==> config.mk <==
export PLATFORM = sky130hd
export DESIGN_NAME = pipe_stage_skid_flat
export DESIGN_NICKNAME = d
export VERILOG_FILES = /design/src/rtl/pipe_stage_skid_pkg.sv /design/src/rtl/pipe_stage_skid_if.sv /design/src/rtl/pipe_stage_skid_entry_reg.sv /design/src/rtl/pipe_stage_skid.sv /design/src/flat_wrapper.sv
export SDC_FILE = /design/constraint.sdc
export NUM_CORES = 1
export LEC_CHECK = 0
export ABC_AREA = 1
export CAP_MARGIN = 20
export CORE_MARGIN = 4
export CORE_UTILIZATION = 54
export DETAILED_ROUTE_END_ITERATION = 10
export GPL_TIMING_DRIVEN = 0
export MAX_ROUTING_LAYER = met4
export PLACE_DENSITY = 0.85
export SLEW_MARGIN = 5
export SYNTH_ARGS = -nofsm -noshare
export SYNTH_HDL_FRONTEND = slang
export SYNTH_SLANG_ARGS = --single-unit
==> constraint.sdc <==
create_clock -name clk -period 3.6 [get_ports clk]
set_input_delay 0.54 -clock clk [delete_from_list [all_inputs] [get_ports clk]]
set_output_delay 0.54 -clock clk [all_outputs]
set_load 0.005 [all_outputs]
==> src/rtl/pipe_stage_skid_pkg.sv <==
// rtl/pipe_stage_skid_pkg.sv - shared types and constants for the elastic pipeline stage
//
// Package pipe_pkg: occupancy state encoding, default widths and the
// hard-wired zero register index used by the hazard lookup.
// Optional feature macro used by the stage: PIPE_STAGE_SKID_PERF_EN.

package pipe_pkg;

   // Occupancy of the stage: EMPTY, ONE (main only), TWO (main + skid).
   typedef enum logic [1:0] {
      ST_EMPTY = 2'b00,
      ST_ONE   = 2'b01,
      ST_TWO   = 2'b10
   } state_e;

   localparam int DEF_DATA_W = 32;
   localparam int DEF_REG_W  = 5;

   // Register index that never creates a hazard (x0 is hard-wired).
   localparam int ZERO_REG = 0;

endpackage

==> src/rtl/pipe_stage_skid_if.sv <==
// rtl/pipe_stage_skid_if.sv - one valid/ready link between pipeline stages
//
// Signals:
//   valid - entry present on the link
//   ready - receiver accepts the entry this cycle
//   data  - DATA_W payload
//   rd    - destination register index
//   wen   - entry writes the register file
// Modports:
//   master - drives valid/data/rd/wen, samples ready
//   slave  - samples valid/data/rd/wen, drives ready

interface pipe_stage_skid_if
   import pipe_pkg::*;
#(
   parameter int DATA_W = DEF_DATA_W,
   parameter int REG_W  = DEF_REG_W
);

   logic              valid;
   logic              ready;
   logic [DATA_W-1:0] data;
   logic [REG_W-1:0]  rd;
   logic              wen;

   modport master (
      output valid,
      output data,
      output rd,
      output wen,
      input  ready
   );

   modport slave (
      input  valid,
      input  data,
      input  rd,
      input  wen,
      output ready
   );

endinterface

==> src/rtl/pipe_stage_skid_entry_reg.sv <==
// rtl/pipe_stage_skid_entry_reg.sv - one held pipeline entry (payload, rd, wen)
//
// Module pipe_entry_reg, used for both the main and the skid slot.
// Ports:
//   clk, rst          - clock, asynchronous active-high reset
//   load              - capture d_* this cycle
//   clear             - squash to RESET_DATA / rd 0 / wen 0 (wins over load)
//   d_data/d_rd/d_wen - next entry contents
//   q_data/q_rd/q_wen - held entry contents

module pipe_entry_reg #(
   parameter int                DATA_W     = 32,
   parameter int                REG_W      = 5,
   parameter logic [DATA_W-1:0] RESET_DATA = '0
) (
   input  logic              clk,
   input  logic              rst,
   input  logic              load,
   input  logic              clear,
   input  logic [DATA_W-1:0] d_data,
   input  logic [REG_W-1:0]  d_rd,
   input  logic              d_wen,
   output logic [DATA_W-1:0] q_data,
   output logic [REG_W-1:0]  q_rd,
   output logic              q_wen
);

   logic [DATA_W-1:0] data_q, data_d;
   logic [REG_W-1:0]  rd_q, rd_d;
   logic              wen_q, wen_d;

   always_comb begin
      data_d = data_q;
      rd_d   = rd_q;
      wen_d  = wen_q;
      if (clear) begin
         data_d = RESET_DATA;
         rd_d   = '0;
         wen_d  = 1'b0;
      end else if (load) begin
         data_d = d_data;
         rd_d   = d_rd;
         wen_d  = d_wen;
      end
   end

   always_ff @(posedge clk or posedge rst) begin
      if (rst) begin
         data_q <= RESET_DATA;
         rd_q   <= '0;
         wen_q  <= 1'b0;
      end else begin
         data_q <= data_d;
         rd_q   <= rd_d;
         wen_q  <= wen_d;
      end
   end

   assign q_data = data_q;
   assign q_rd   = rd_q;
   assign q_wen  = wen_q;

endmodule

==> src/rtl/pipe_stage_skid.sv <==
// rtl/pipe_stage_skid.sv - elastic pipeline stage with 2-entry skid buffer
//
// Ports:
//   clk       - rising-edge clock
//   rst       - asynchronous active-high reset
//   flush     - synchronous squash of all held entries
//   up        - upstream link (slave): valid/data/rd/wen in, ready out
//   dn        - downstream link (master): oldest entry out, ready in
//   query_rd  - hazard-unit source register
//   rd_match  - a held valid entry writes query_rd (never for register 0)
//   stall_cnt - cycles with dn.valid & ~dn.ready, saturating   (PIPE_STAGE_SKID_PERF_EN)
//   flush_cnt - flushes that squashed at least one entry, saturating (PIPE_STAGE_SKID_PERF_EN)
// Optional feature macro: PIPE_STAGE_SKID_PERF_EN.

module pipe_stage_skid
   import pipe_pkg::*;
#(
   parameter int                DATA_W     = DEF_DATA_W,
   parameter int                REG_W      = DEF_REG_W,
   parameter logic [DATA_W-1:0] RESET_DATA = '0
) (
   input  logic              clk,
   input  logic              rst,
   input  logic              flush,
   pipe_stage_skid_if.slave  up,
   pipe_stage_skid_if.master dn,
   input  logic [REG_W-1:0]  query_rd,
   output logic              rd_match
`ifdef PIPE_STAGE_SKID_PERF_EN
   ,
   output logic [31:0]       stall_cnt,
   output logic [15:0]       flush_cnt
`endif
);

   state_e state_q, state_d;

   // in_ready and out_valid each come from their own flop so that neither
   // handshake output has a combinational path from the other side.
   logic in_ready_q;
   logic out_valid_q;

   logic in_fire;
   logic out_fire;

   logic main_load;
   logic main_from_skid;
   logic skid_load;

   logic [DATA_W-1:0] main_data, skid_data, main_d_data;
   logic [REG_W-1:0]  main_rd, skid_rd, main_d_rd;
   logic              main_wen, skid_wen, main_d_wen;

   assign in_fire  = up.valid & in_ready_q;
   assign out_fire = out_valid_q & dn.ready;

   always_comb begin
      state_d        = state_q;
      main_load      = 1'b0;
      main_from_skid = 1'b0;
      skid_load      = 1'b0;
      unique case (state_q)
         ST_EMPTY: begin
            if (in_fire) begin
               main_load = 1'b1;
               state_d   = ST_ONE;
            end
         end
         ST_ONE: begin
            if (in_fire && out_fire) begin
               main_load = 1'b1;
            end else if (in_fire) begin
               skid_load = 1'b1;
               state_d   = ST_TWO;
            end else if (out_fire) begin
               state_d = ST_EMPTY;
            end
         end
         ST_TWO: begin
            if (out_fire) begin
               main_load      = 1'b1;
               main_from_skid = 1'b1;
               state_d        = ST_ONE;
            end
         end
         default: state_d = ST_EMPTY;
      endcase
      // Flush overrides every handshake event; the entry registers see the
      // same flush as their clear, which wins over any load.
      if (flush) begin
         state_d = ST_EMPTY;
      end
   end

   always_ff @(posedge clk or posedge rst) begin
      if (rst) begin
         state_q     <= ST_EMPTY;
         in_ready_q  <= 1'b1;
         out_valid_q <= 1'b0;
      end else begin
         state_q     <= state_d;
         in_ready_q  <= (state_d != ST_TWO);
         out_valid_q <= (state_d != ST_EMPTY);
      end
   end

   // Main refills from the skid slot when draining TWO, else from upstream.
   assign main_d_data = main_from_skid ? skid_data : up.data;
   assign main_d_rd   = main_from_skid ? skid_rd   : up.rd;
   assign main_d_wen  = main_from_skid ? skid_wen  : up.wen;

   pipe_entry_reg #(
      .DATA_W    (DATA_W),
      .REG_W     (REG_W),
      .RESET_DATA(RESET_DATA)
   ) u_main (
      .clk   (clk),
      .rst   (rst),
      .load  (main_load),
      .clear (flush),
      .d_data(main_d_data),
      .d_rd  (main_d_rd),
      .d_wen (main_d_wen),
      .q_data(main_data),
      .q_rd  (main_rd),
      .q_wen (main_wen)
   );

   pipe_entry_reg #(
      .DATA_W    (DATA_W),
      .REG_W     (REG_W),
      .RESET_DATA(RESET_DATA)
   ) u_skid (
      .clk   (clk),
      .rst   (rst),
      .load  (skid_load),
      .clear (flush),
      .d_data(up.data),
      .d_rd  (up.rd),
      .d_wen (up.wen),
      .q_data(skid_data),
      .q_rd  (skid_rd),
      .q_wen (skid_wen)
   );

   assign up.ready = in_ready_q;
   assign dn.valid = out_valid_q;
   assign dn.data  = main_data;
   assign dn.rd    = main_rd;
   assign dn.wen   = main_wen;

   // Stale contents of an emptied slot must not match, so each slot is
   // qualified by the occupancy state rather than by its own wen alone.
   always_comb begin
      rd_match = 1'b0;
      if (query_rd != REG_W'(ZERO_REG)) begin
         if ((state_q != ST_EMPTY) && main_wen && (main_rd == query_rd)) begin
            rd_match = 1'b1;
         end
         if ((state_q == ST_TWO) && skid_wen && (skid_rd == query_rd)) begin
            rd_match = 1'b1;
         end
      end
   end

`ifdef PIPE_STAGE_SKID_PERF_EN
   logic [31:0] stall_cnt_q;
   logic [15:0] flush_cnt_q;

   always_ff @(posedge clk or posedge rst) begin
      if (rst) begin
         stall_cnt_q <= '0;
         flush_cnt_q <= '0;
      end else begin
         if (out_valid_q && !dn.ready && (stall_cnt_q != '1)) begin
            stall_cnt_q <= stall_cnt_q + 32'd1;
         end
         if (flush && (state_q != ST_EMPTY) && (flush_cnt_q != '1)) begin
            flush_cnt_q <= flush_cnt_q + 16'd1;
         end
      end
   end

   assign stall_cnt = stall_cnt_q;
   assign flush_cnt = flush_cnt_q;
`endif

endmodule

==> src/flat_wrapper.sv <==
// flat-port wrapper written by rule: the top's interface ports become plain ports
module pipe_stage_skid_flat import pipe_pkg::*;
#(
   parameter int                DATA_W     = DEF_DATA_W,
   parameter int                REG_W      = DEF_REG_W,
   parameter logic [DATA_W-1:0] RESET_DATA = '0
)
  (clk, rst, flush, query_rd, rd_match, up_valid, up_data, up_rd, up_wen, up_ready, dn_valid, dn_data, dn_rd, dn_wen, dn_ready);
  pipe_stage_skid_if #(.DATA_W(DATA_W), .REG_W(REG_W)) up_i ();
  pipe_stage_skid_if #(.DATA_W(DATA_W), .REG_W(REG_W)) dn_i ();
  input  logic clk;
  input  logic rst;
  input  logic flush;
  input  logic [REG_W-1:0] query_rd;
  output logic rd_match;
  input wire logic [$bits(up_i.valid)-1:0] up_valid;
  input wire logic [$bits(up_i.data)-1:0] up_data;
  input wire logic [$bits(up_i.rd)-1:0] up_rd;
  input wire logic [$bits(up_i.wen)-1:0] up_wen;
  output wire logic [$bits(up_i.ready)-1:0] up_ready;
  output wire logic [$bits(dn_i.valid)-1:0] dn_valid;
  output wire logic [$bits(dn_i.data)-1:0] dn_data;
  output wire logic [$bits(dn_i.rd)-1:0] dn_rd;
  output wire logic [$bits(dn_i.wen)-1:0] dn_wen;
  input wire logic [$bits(dn_i.ready)-1:0] dn_ready;
  assign up_i.valid = up_valid;
  assign up_i.data = up_data;
  assign up_i.rd = up_rd;
  assign up_i.wen = up_wen;
  assign up_ready = up_i.ready;
  assign dn_valid = dn_i.valid;
  assign dn_data = dn_i.data;
  assign dn_rd = dn_i.rd;
  assign dn_wen = dn_i.wen;
  assign dn_i.ready = dn_ready;
  pipe_stage_skid #(.DATA_W(DATA_W), .REG_W(REG_W), .RESET_DATA(RESET_DATA)) u_core (.clk(clk), .rst(rst), .flush(flush), .up(up_i), .dn(dn_i), .query_rd(query_rd), .rd_match(rd_match));
endmodule
==> out/results.ini <==
[die]
die_area_sq_um=8600
core-area_sq_um=6870
die_w_microns=92.7
die_h_microns=92.7
ios=89
start_util_pct=56.4
row_count=30

[cts]
h-tree-depth=3
clock_latency_ns=0.35
max-clock-path-buffers=2
cts.reportedPaths.clkPinSlew_ns=0.08
cts-buffers-inserted=9
clock-root-buffer=clkbuf_8
cts_tree=built
ctsHoldBuffers=0
cts_resized=0
cts_sinks=80
cts_setup_buffers=0

[critical_path]
end_kind=output port
cp.arrival_ns=2.15
start_kind=primary input
crit_path_max_fanout=3
crit_required_ns=3.06
setup.worst_path.class=primary input to output port
r2r_slack_ns=1.90

[timing]
slew_headroom_pct=64.8
worst_pin_slew_ns=0.528
finalClockSkew_ns=0.0111
hold_violations=0
period_needed_ns=2.69
fmax_mhz=371
setup_viol=0
fin_crit_sh_pct=74.8
drv_slew=0
rsz0062_at_grt=no

[route]
wl_mm=9.82
first_pass_iters=5
drc=0
ant_nets=0
routedWlPerCell_microns=14.3
vias_per_cell=5.16
first_iter_violations=230
num_vias=3533

[final_layout]
area_growth_pct=31.7
nFillCells=529
drive_above_1_share_pct=9.51
utilization_pct=74.3
nets=632
diodes=0
final_cells=685

[global_routing]
antenna_found_initial=0
grt_pass1_wl_mm=16.6
grtUsageTotal_pct=24.9
grt_pass1_vias=3584
grt_overflow=0
grt_max_degree=43

[synthesis]
netlist_instances=484
synth-edff-count=0
synth.most_common_cell=nand2_1
yosys.area.top_type_share_pct=51.0
synth-main-ff-cell=dfrtp_1
avgSynthCellArea_sq_um=8.01
synth.area.top_cells=dfrtp_1 (51%), nand2_1 (11%), o21ai_0 (8.5%)
yosysTopAreaCell=dfrtp_1
synth_fp_nets=532
seq_area_frac_synth_pct=51.7
synthTopCellsByCount=nand2_1 (113), inv_1 (85), dfrtp_1 (79)
synth_warnings=0
synthDistinctLibCells=21
async_flop_share_pct=100
post_synth_instance_area_sq_um=3880
synth-seq-cells=80

[place]
place_congestion=0.954
hpwlAfterDp_mm=6.83
dp_cells=669
io_buffer_count=88

[pwr]
max-vdd-ir-drop_v=0.000206
p_total_uw=2120
powerDensity_nw_per_um2=415
power.leakage_uw=0.00235

[flow_run]
maxCapViolations=0

[min_path]
min_path_type=register to register

[status]
outcome=complete, no violations

## worst paths after layout
check | to | cells past startpoint | from
min reg2reg | u_core.u_skid.q_data[31]$_DFFE_PP0P_ | 2 | u_core.u_skid.q_data[31]$_DFFE_PP0P_
max in group asynchronous | u_core.up.ready$_DFF_PP1_ | 3 | rst
min | u_core.u_skid.q_data[31]$_DFFE_PP0P_ | 2 | u_core.u_skid.q_data[31]$_DFFE_PP0P_
max reg2reg | u_core.u_main.q_data[21]$_DFFE_PP0P_ | 6 | u_core.up.ready$_DFF_PP1_
max | rd_match | 8 | query_rd[4]
min in group asynchronous | u_core.u_main.q_data[1]$_DFFE_PP0P_ | 2 | rst
## critical path, stage by stage
cell	delay [ns]
clkdlybuf4s50_1	0.54
inv_1	0.10
nand2_1	0.07
o21ai_0	0.07
nor2_1	0.11
nand3_1	0.07
a21oi_1	0.14
clkdlybuf4s50_1	0.52
## cells in the final DEF, fill, tap and decap left out, types with 2 or more instances in the layout
cell,netlist,layout
clkbuf_8,0,11
clkinv_2,0,2
buf_2,8,8
nand3_1,45,45
nand2_1,113,113
inv_2,4,4
dfrtp_1,79,79
nor2_1,7,7
clkbuf_1,6,6
clkdlybuf4s50_1,0,88
o21ai_1,40,40
buf_1,2,2
buf_6,11,11
o21ai_0,66,66
clkinvlp_4,0,2
o21ai_2,10,10
inv_1,85,84
## layer usage
layer / up-vias / GRT usage [%] / wire length [microns]
met5: - / - / 0
met4: 0 / 11.5 / 182
met3: 17 / 3.98 / 613
met2: 137 / 37.6 / 4720
met1: 1663 / 33.2 / 4300
li1: 1716 / - / -
## registers in the layout (all words and copies together) (netlist names)
name and count:
u_core.state_q 2, u_core.u_skid.q_data 32, u_core.u_skid.q_wen 1, u_core.u_main.q_data 32
u_core.u_skid.q_rd 5, u_core.u_main.q_wen 1, u_core.dn.valid 1, u_core.up.ready 1
u_core.u_main.q_rd 5
## area by class of cell
class | count | area (sq um) | area share (%)
plain buffers | 28 | 201 | 3.95
clock buffers | 11 | 151 | 2.96
clock inverters | 5 | 55.1 | 1.08
inverters | 89 | 337 | 6.59
multi-input cells | 287 | 1340 | 26.2
flip-flops and latches | 80 | 2000 | 39.2
well taps | 96 | 120 | 2.35
repair buffers | 89 | 901 | 17.6
## metrics by stage
stage | setup WS [ns] | TNS, ns | hold WS [ns] | instance area, sq um
after detailed placement | 0.945 | 0 | 0.509 | 4900
final | 0.906 | 0 | 0.524 | 5110
after global routing | 0.763 | 0 | 0.543 | 5110
after floorplan | 1.01 | 0 | 0.483 | 3880
after global placement | -0.218 | -16.96 | 0.498 | 4880
after CTS | 0.928 | 0 | 0.529 | 5110
## cell families (layout without fill, tap and decap cells)
group | after synthesis | after routing | share of synthesized area [%]
AO/OA/AOI/OAI | 117 | 117 | 16.1
buffers and inverters | 117 | 222 | 13.8
flip-flops | 80 | 80 | 51.7
AND/OR/NAND/NOR | 170 | 170 | 18.4
## power breakdown
group / leakage [uW] / internal [uW] / switching (uW)
logic: 0.00119 / 207 / 211
clock network: 0.000101 / 356 / 333
registers: 0.00106 / 972 / 38.4
(Power assumes the default switching activity.)
